===== src/rtl/payload_match_collector.sv =====
// Collects the engine end-state vector once per packet, reduces it to a
// hit / lowest-index / popcount record, and queues it for the rule-report logic.
module payload_match_collector #(
  parameter int unsigned NUM_ENG    = 64,
  parameter int unsigned ID_W       = 6,
  parameter int unsigned CNT_W      = 7,
  parameter int unsigned PKT_ID_W   = 16,
  parameter int unsigned FIFO_DEPTH = 4
) (
  input  logic                clk,
  input  logic                rst_n,
  input  logic                sod,
  input  logic                eod,
  input  logic                en,
  input  logic [PKT_ID_W-1:0] pkt_id,
  input  logic [NUM_ENG-1:0]  eng_match,
  output logic                res_valid,
  input  logic                res_ready,
  output logic [PKT_ID_W-1:0] res_pkt_id,
  output logic                res_hit,
  output logic [ID_W-1:0]     res_eng_id,
  output logic [CNT_W-1:0]    res_count,
  output logic [15:0]         drop_cnt,
  output logic [15:0]         abort_cnt
);

  localparam int unsigned AW = $clog2(FIFO_DEPTH);
  localparam int unsigned PW = AW + 1;

  typedef struct packed {
    logic [PKT_ID_W-1:0] pkt_id;
    logic                hit;
    logic [ID_W-1:0]     eng_id;
    logic [CNT_W-1:0]    count;
  } rec_t;

  typedef enum logic [1:0] {IDLE, ACTIVE, CAPTURE} state_t;

  state_t              state_q, state_d;
  logic [PKT_ID_W-1:0] cur_id_q;
  logic                push_c, abort_c, latch_c;

  // Packet framing FSM; sod always wins because it also clears the engines.
  always_comb begin
    state_d = state_q;
    push_c  = 1'b0;
    abort_c = 1'b0;
    latch_c = 1'b0;
    case (state_q)
      IDLE: begin
        if (sod) begin
          latch_c = 1'b1;
          state_d = ACTIVE;
        end
      end
      ACTIVE: begin
        if (sod) begin
          latch_c = 1'b1;
          abort_c = 1'b1;
        end else if (eod && en) begin
          state_d = CAPTURE;
        end
      end
      CAPTURE: begin
        if (sod) begin
          latch_c = 1'b1;
          abort_c = 1'b1;
          state_d = ACTIVE;
        end else begin
          push_c  = 1'b1;
          state_d = IDLE;
        end
      end
      default: state_d = IDLE;
    endcase
  end

  always_ff @(posedge clk or negedge rst_n) begin
    if (!rst_n) begin
      state_q  <= IDLE;
      cur_id_q <= '0;
    end else begin
      state_q <= state_d;
      if (latch_c) cur_id_q <= pkt_id;
    end
  end

  // Reduction of the settled end-state vector.
  logic             hit_c;
  logic [ID_W-1:0]  eng_id_c;
  logic [CNT_W-1:0] count_c;
  rec_t             rec_c;

  always_comb begin
    hit_c    = |eng_match;
    eng_id_c = '0;
    count_c  = '0;
    for (int i = int'(NUM_ENG) - 1; i >= 0; i--) begin
      if (eng_match[i]) eng_id_c = ID_W'(i);
    end
    for (int i = 0; i < int'(NUM_ENG); i++) begin
      count_c = count_c + CNT_W'(eng_match[i]);
    end
    rec_c = '{pkt_id: cur_id_q, hit: hit_c, eng_id: eng_id_c, count: count_c};
  end

  // Result FIFO with registered show-ahead head.
  rec_t          mem_q [FIFO_DEPTH];
  logic [PW-1:0] wr_ptr_q, rd_ptr_q, wr_ptr_d, rd_ptr_d;
  logic          full_c, pop_c, wr_en_c, drop_c;
  rec_t          head_d;

  always_comb begin
    full_c   = (wr_ptr_q[AW] != rd_ptr_q[AW]) &&
               (wr_ptr_q[AW-1:0] == rd_ptr_q[AW-1:0]);
    pop_c    = res_valid && res_ready;
    wr_en_c  = push_c && (!full_c || pop_c);
    drop_c   = push_c && full_c && !pop_c;
    wr_ptr_d = wr_ptr_q + PW'(wr_en_c);
    rd_ptr_d = rd_ptr_q + PW'(pop_c);
    // A record written into the slot that becomes the head bypasses the array.
    if (wr_en_c && (rd_ptr_d[AW-1:0] == wr_ptr_q[AW-1:0])) head_d = rec_c;
    else                                                   head_d = mem_q[rd_ptr_d[AW-1:0]];
  end

  always_ff @(posedge clk or negedge rst_n) begin
    if (!rst_n) begin
      for (int i = 0; i < int'(FIFO_DEPTH); i++) mem_q[i] <= '0;
      wr_ptr_q   <= '0;
      rd_ptr_q   <= '0;
      res_valid  <= 1'b0;
      res_pkt_id <= '0;
      res_hit    <= 1'b0;
      res_eng_id <= '0;
      res_count  <= '0;
    end else begin
      if (wr_en_c) mem_q[wr_ptr_q[AW-1:0]] <= rec_c;
      wr_ptr_q   <= wr_ptr_d;
      rd_ptr_q   <= rd_ptr_d;
      res_valid  <= (wr_ptr_d != rd_ptr_d);
      res_pkt_id <= head_d.pkt_id;
      res_hit    <= head_d.hit;
      res_eng_id <= head_d.eng_id;
      res_count  <= head_d.count;
    end
  end

  // Saturating event counters.
  always_ff @(posedge clk or negedge rst_n) begin
    if (!rst_n) begin
      drop_cnt  <= '0;
      abort_cnt <= '0;
    end else begin
      if (drop_c && (drop_cnt != 16'hFFFF))   drop_cnt  <= drop_cnt + 16'd1;
      if (abort_c && (abort_cnt != 16'hFFFF)) abort_cnt <= abort_cnt + 16'd1;
    end
  end

endmodule


===== config.mk =====
export PLATFORM = sky130hd
export DESIGN_NAME = payload_match_collector
export DESIGN_NICKNAME = d
export VERILOG_FILES = /design/src/rtl/payload_match_collector.sv
export SDC_FILE = /design/constraint.sdc
export NUM_CORES = 1
export LEC_CHECK = 0
export CORE_AREA = 2 2 140 142
export CTS_CLUSTER_DIAMETER = 80
export DETAILED_ROUTE_END_ITERATION = 10
export DIE_AREA = 0 0 142 144
export GPL_ROUTABILITY_DRIVEN = 0
export PLACE_DENSITY = 0.88
export SETUP_SLACK_MARGIN = 0.15
export SLEW_MARGIN = 5
export SYNTH_ARGS = -nofsm -noshare
export SYNTH_HDL_FRONTEND = slang
export SYNTH_SLANG_ARGS = --single-unit

===== constraint.sdc =====
create_clock -name clk -period 5.5 [get_ports clk]
set_input_delay 0.825 -clock clk [delete_from_list [all_inputs] [get_ports clk]]
set_output_delay 0.825 -clock clk [all_outputs]
set_load 0.05 [all_outputs]

Word level (Yosys, flattened, before mapping):

Index checks and enable logic that the tools add are counted.

* bits in registers: 207
* input port bits: 86

* $add $sub $neg: 67
* magnitude comparators: 3
* eq/ne operators: 11
* mux-type cells: 81
* bitwise logic cells: 2
* reductions and logical operators: 18

Operators by type and width (count)
* 7-bit by 1-bit adder with 7-bit output: 57
* 6-bit 2-to-1 mux: 64
* 120-bit bitwise mux: 1
* 30-bit 2-to-1 mux: 4
* 64-bit OR reduction: 1
* 30-bit binary-select mux with 2-bit select: 1
* 30-bit demux with 2-bit select: 1
* 16-bit by 1-bit adder with 16-bit output, second input constant: 2
* 16-bit inequality test, second input constant: 2
* 1-bit logical AND: 10
* 6-bit by 1-bit adder with 7-bit output: 1
* 3-bit by 1-bit adder with 3-bit output: 2
* 5-bit by 1-bit adder with 6-bit output: 1
* 3-bit >= comparator, second input constant: 2
* 1-bit 2-to-1 mux: 6
* 2-bit 2-to-1 mux: 3
* 2-bit inequality test, second input constant: 3
* 2-bit inverter with 3-bit output: 2
* 2-bit case mux with 3 select lines: 1
* 4-bit by 1-bit adder with 5-bit output: 1
* 3-bit by 1-bit adder with 4-bit output: 1
* 2-bit equality test: 2
* 2-bit by 1-bit adder with 3-bit output: 1
* 3-bit by 1-bit less-than comparator with 1-bit output, second input constant: 1
* 11 further kinds: 12

Depth between registers and ports, before layout:

* word-level depth: 65
* gate-level depth with buffers: 23
* depth with buffers taken out: 23

Worst setup path after synthesis:

No wires, ideal clock.

* kind: input port to flip-flop
* start: input port eng_match[47]
* end: register mem_q[64] (netlist bit)
* library setup time: 0.125 ns
* arrival time: 6.134 ns
* data required time: 5.375 ns
* slack: -0.759 ns
* stages on the path: 22
* cell sequence: fa_1 -> inv_1 -> fa_1 -> fa_1 -> inv_1 -> fa_1 -> inv_1 -> fa_1 -> inv_1 -> fa_1 -> inv_1 -> fa_1 -> fa_1 -> inv_1 -> ha_1 -> inv_1 -> fa_1 -> inv_1 -> a21oi_1 -> o21bai_1 -> xor2_1 -> mux2_2

* longest elaborated chain between the ends: 18

RTL lines
* start: declaration: line 16 `input logic [NUM_ENG-1:0] eng_match,`
* 7-bit by 1-bit adder with 7-bit output (17 in series): line 102 `count_c = count_c + CNT_W'(eng_match[i]);`
* 120-bit bitwise mux: line 137 `if (wr_en_c) mem_q[wr_ptr_q[AW-1:0]] <= rec_c;`
* end signal: indexed assignment: line 137
* end: declaration: line 108 `rec_t mem_q [FIFO_DEPTH];`

Every way passes these cells.
A chain may end at the register's enable or synchronous reset.

Final worst setup path:

* start: input port eng_match[39]
* end: register mem_q[66] (netlist bit)

* longest elaborated chain between the ends: 26

RTL lines (line)
* 7-bit by 1-bit adder with 7-bit output (25 in series): 102
* 120-bit bitwise mux: 137

Every way passes these cells.

==> flow_summary.yaml <==
run_status:
  outcome: "finished, violations left"
  failed_checks: "negative setup slack"
place:
  dp_hpwl_mm: 18.4
  dp_slack_ns: -1.53
  port_buffers: 148
layout:
  nNetsFinal: 1320
  seq_area_mm2: 0.00518
  diodes: 0
  final_common_cell: "dfrtp_1"
  multi_input_area_mm2: 0.00574
  n_fill_cell: 1099
  area_growth_pct: 26.3
  utilization_pct: 74.5
  layout-drive-gt1-share_pct: 27.1
  layout_common_cells: "207 x dfrtp_1, 114 x clkdlybuf4s50_1, 113 x nand2_1, 90 x mux2_2, 77 x inv_1"
sta:
  setup_viol: 30
  timing.final.ws_setup_ns: -0.819
  setup_tns_ns: -19.53
  tightest_slew_ns: 1.12
  fmax_mhz: 158
  rsz0062_at_grt: "yes"
  timing.hold.ws_ns: 0.410
  drv_slew: 0
  finClkSkew_ns: 0.0206
  fin_crit_sh_pct: 115
  period_needed_ns: 6.32
  relSlewSlack_pct: 25.1
  hold_viol_final: 0
clock_tree:
  htree_levels: 1
  clk_latency_ns: 0.50
  cts_root_buf: "clkbuf_16"
  cts_hold_buffers: 0
  tritoncts: "built"
  cts-buffers-inserted: 21
  ctsLongestPathBuffers: 3
  clkTransAtPathRegs_ns: 0.06
  cts.sinks: 207
synthesis:
  syn-cell-area_mm2: 0.0113
  synthDistinctLibCells: 55
  yosysTopAreaCell: "dfrtp_1"
  synth.top_cell.area_share_pct: 46.0
  synthFlopType: "dfrtp_1"
  yosysWarnings: 0
  synth_edf_count: 0
  synth_area_per_cell_um2: 11.9
  synth_cells: 942
  async_reset_ff_share_pct: 100
  synth_area_leaders: "dfrtp_1 46%, fa_1 9.6%, mux2_2 9.5%, mux4_2 6.0%, nand2_1 3.8%"
  synth_nets: 1110
  ys_seq_elements: 207
  seq_area_frac_synth_pct: 46.0
detailed_routing:
  drtIter0Drc: 744
  routedWlPerCell_um: 20.3
  vias_per_cell: 6.00
  num_vias: 8420
  first_pass_iters: 5
  wl_mm: 28.5
  drtAntennaViolNets: 0
  route.detailed.drc: 0
setup_path:
  r2r-start: "wr_ptr_q[1]$_DFF_PN0_"
  startpoint: "eng_match[39]"
  worstSetupPathType: "in -> reg"
  worstSetupStartpointType: "input pin"
  cp_cell_sequence: "buf_2 > inv_2 > fa_1 > inv_1 > fa_1 > fa_1 > inv_2 > fa_1 > inv_2 > fa_1 > fa_1 > inv_2 > fa_2 > fa_1 > inv_2 > ha_4 > inv_2 > fa_2 > inv_2 > a21oi_2 > o21bai_2 > a21o_1 > a21oi_4 > o21ai_2"
  path_max_fanout: 5
  cp_slowest_cell: "fa_1"
  worstPathArrival_ns: 6.72
  cp_data_required_time_ns: 5.91
  slowest_delay_ns: 0.55
  end_kind: "flop"
floorplanning:
  die_h_um: 144
  dieArea_mm2: 0.0204
  ios: 149
  initial_core_util_pct: 59.0
  fp.coreArea_mm2: 0.0191
  die_x_um: 142
  row_count: 51
global_route:
  grt_start_max_net_pins: 110
  grt_pass1_wl_mm: 45.0
  grt_antenna_before_repair: 0
  gr-usage-all-layers_pct: 27.9
  grt_pass1_vias: 8796
  grt_overflow: 0
min_path:
  hold_path_class: "in -> async"
job:
  cap_violations: 0
-- stage by stage --
| step | instance area [um^2] | std cells |
|---|---|---|
| floorplan | 11300 | 942 |
| global placement | 13400 | 1358 |
| detailed placement | 13400 | 1358 |
| CTS | 14200 | 1398 |
| global route | 14200 | 1404 |
| finish | 14200 | 1404 |
-- sequential cells by signal (all words and copies together) (netlist names) --
signal	flops
abort_cnt	16
cur_id_q	16
drop_cnt	16
mem_q	120
rd_ptr_q	3
res_count	7
res_eng_id	6
res_hit	1
res_pkt_id	16
res_valid	1
state_q	2
wr_ptr_q	3
-- per-layer routing --
metal  vias to the layer above  GRT usage [%]  routed length (um)
met5                         -              0                   0
met4                         0           11.1                1370
met3                       130           4.27                1770
met2                       414           48.3               14400
met1                      4191           35.8               10900
li1                       3685              -                   -
-- final cells by class --
class	instances	share of cell area (%)
multi-input combinational	605	40.3
tap	238	2.09
clock inverter	9	0.519
clock buffer	28	4.23
sequential	207	36.4
inverter	96	2.53
timing repair buffer	221	13.9
-- worst paths after layout --
path	end	slack (ns)	cells past startpoint
setup / recovery	mem_q[66]$_DFFE_PN0P_	-0.82	24
hold / removal	mem_q[37]$_DFFE_PN0P_	0.41	1
setup reg to reg	mem_q[33]$_DFFE_PN0P_	2.35	6
hold reg to reg	mem_q[115]$_DFFE_PN0P_	0.48	2
max in group asynchronous	drop_cnt[5]$_DFFE_PN0P_	4.05	2
min in group clk	mem_q[115]$_DFFE_PN0P_	0.48	2
-- worst max-delay path, delay by kind of cell --
kind                     cells  cell delay (ns)
buffers and inverters        9             0.54
AO/OA/AOI/OAI                5             0.84
adder cells (fa/ha/maj)     10             4.49
-- kinds of logic (layout without fill, tap and decap cells) --
kind of cell,count (synthesis),count (layout),synth area share (%)
AOI/OAI and AO/OA,102,102,5.89
muxes,145,145,17.5
adders and majority gates,82,82,12.7
DFF,207,207,46.0
buffers and inverters,130,354,4.52
and+or+nand+nor,233,233,9.98
xor gates and xnor gates,43,43,3.35
-- Yosys cell counts (2+ instances only) --
library cell and number:
nor2_1 29, nor3_1 9, nand3b_1 2, nand2b_1 5, ha_1 28, nor4_1 17, or4_1 7, and3_1 6
a21oi_1 18, xnor2_1 28, o211ai_1 4, nor2b_1 3, a2111oi_0 3, o21ai_0 26, nand2_1 114, o21ai_1 10
mux2_1 20, o311a_1 2, o21bai_1 2, a311oi_1 3, buf_4 2, dfrtp_1 207, a21o_1 6, xor2_1 15
and2_1 2, mux2_2 95, o31ai_1 10, a211oi_1 2, a221oi_1 2, nand4_1 15, o2111ai_1 5, mux4_2 30
o21a_1 4, buf_2 11, fa_1 54, nand3_1 13, inv_1 95, clkbuf_1 20, nand3_2 2
-- timing repair --
| action | 4_1_cts | 5_1_grt |
|---|---|---|
| gates resized for setup | 110 | 53 |
| pin swaps | 40 | 35 |
| setup endpoints to repair | 35 | 35 |
| gates cloned | 0 | 0 |
| setup buffers | 3 | 6 |
Power is not shown: default switching activity piles up to over one toggle a cycle in this logic, so the estimate is an artifact.
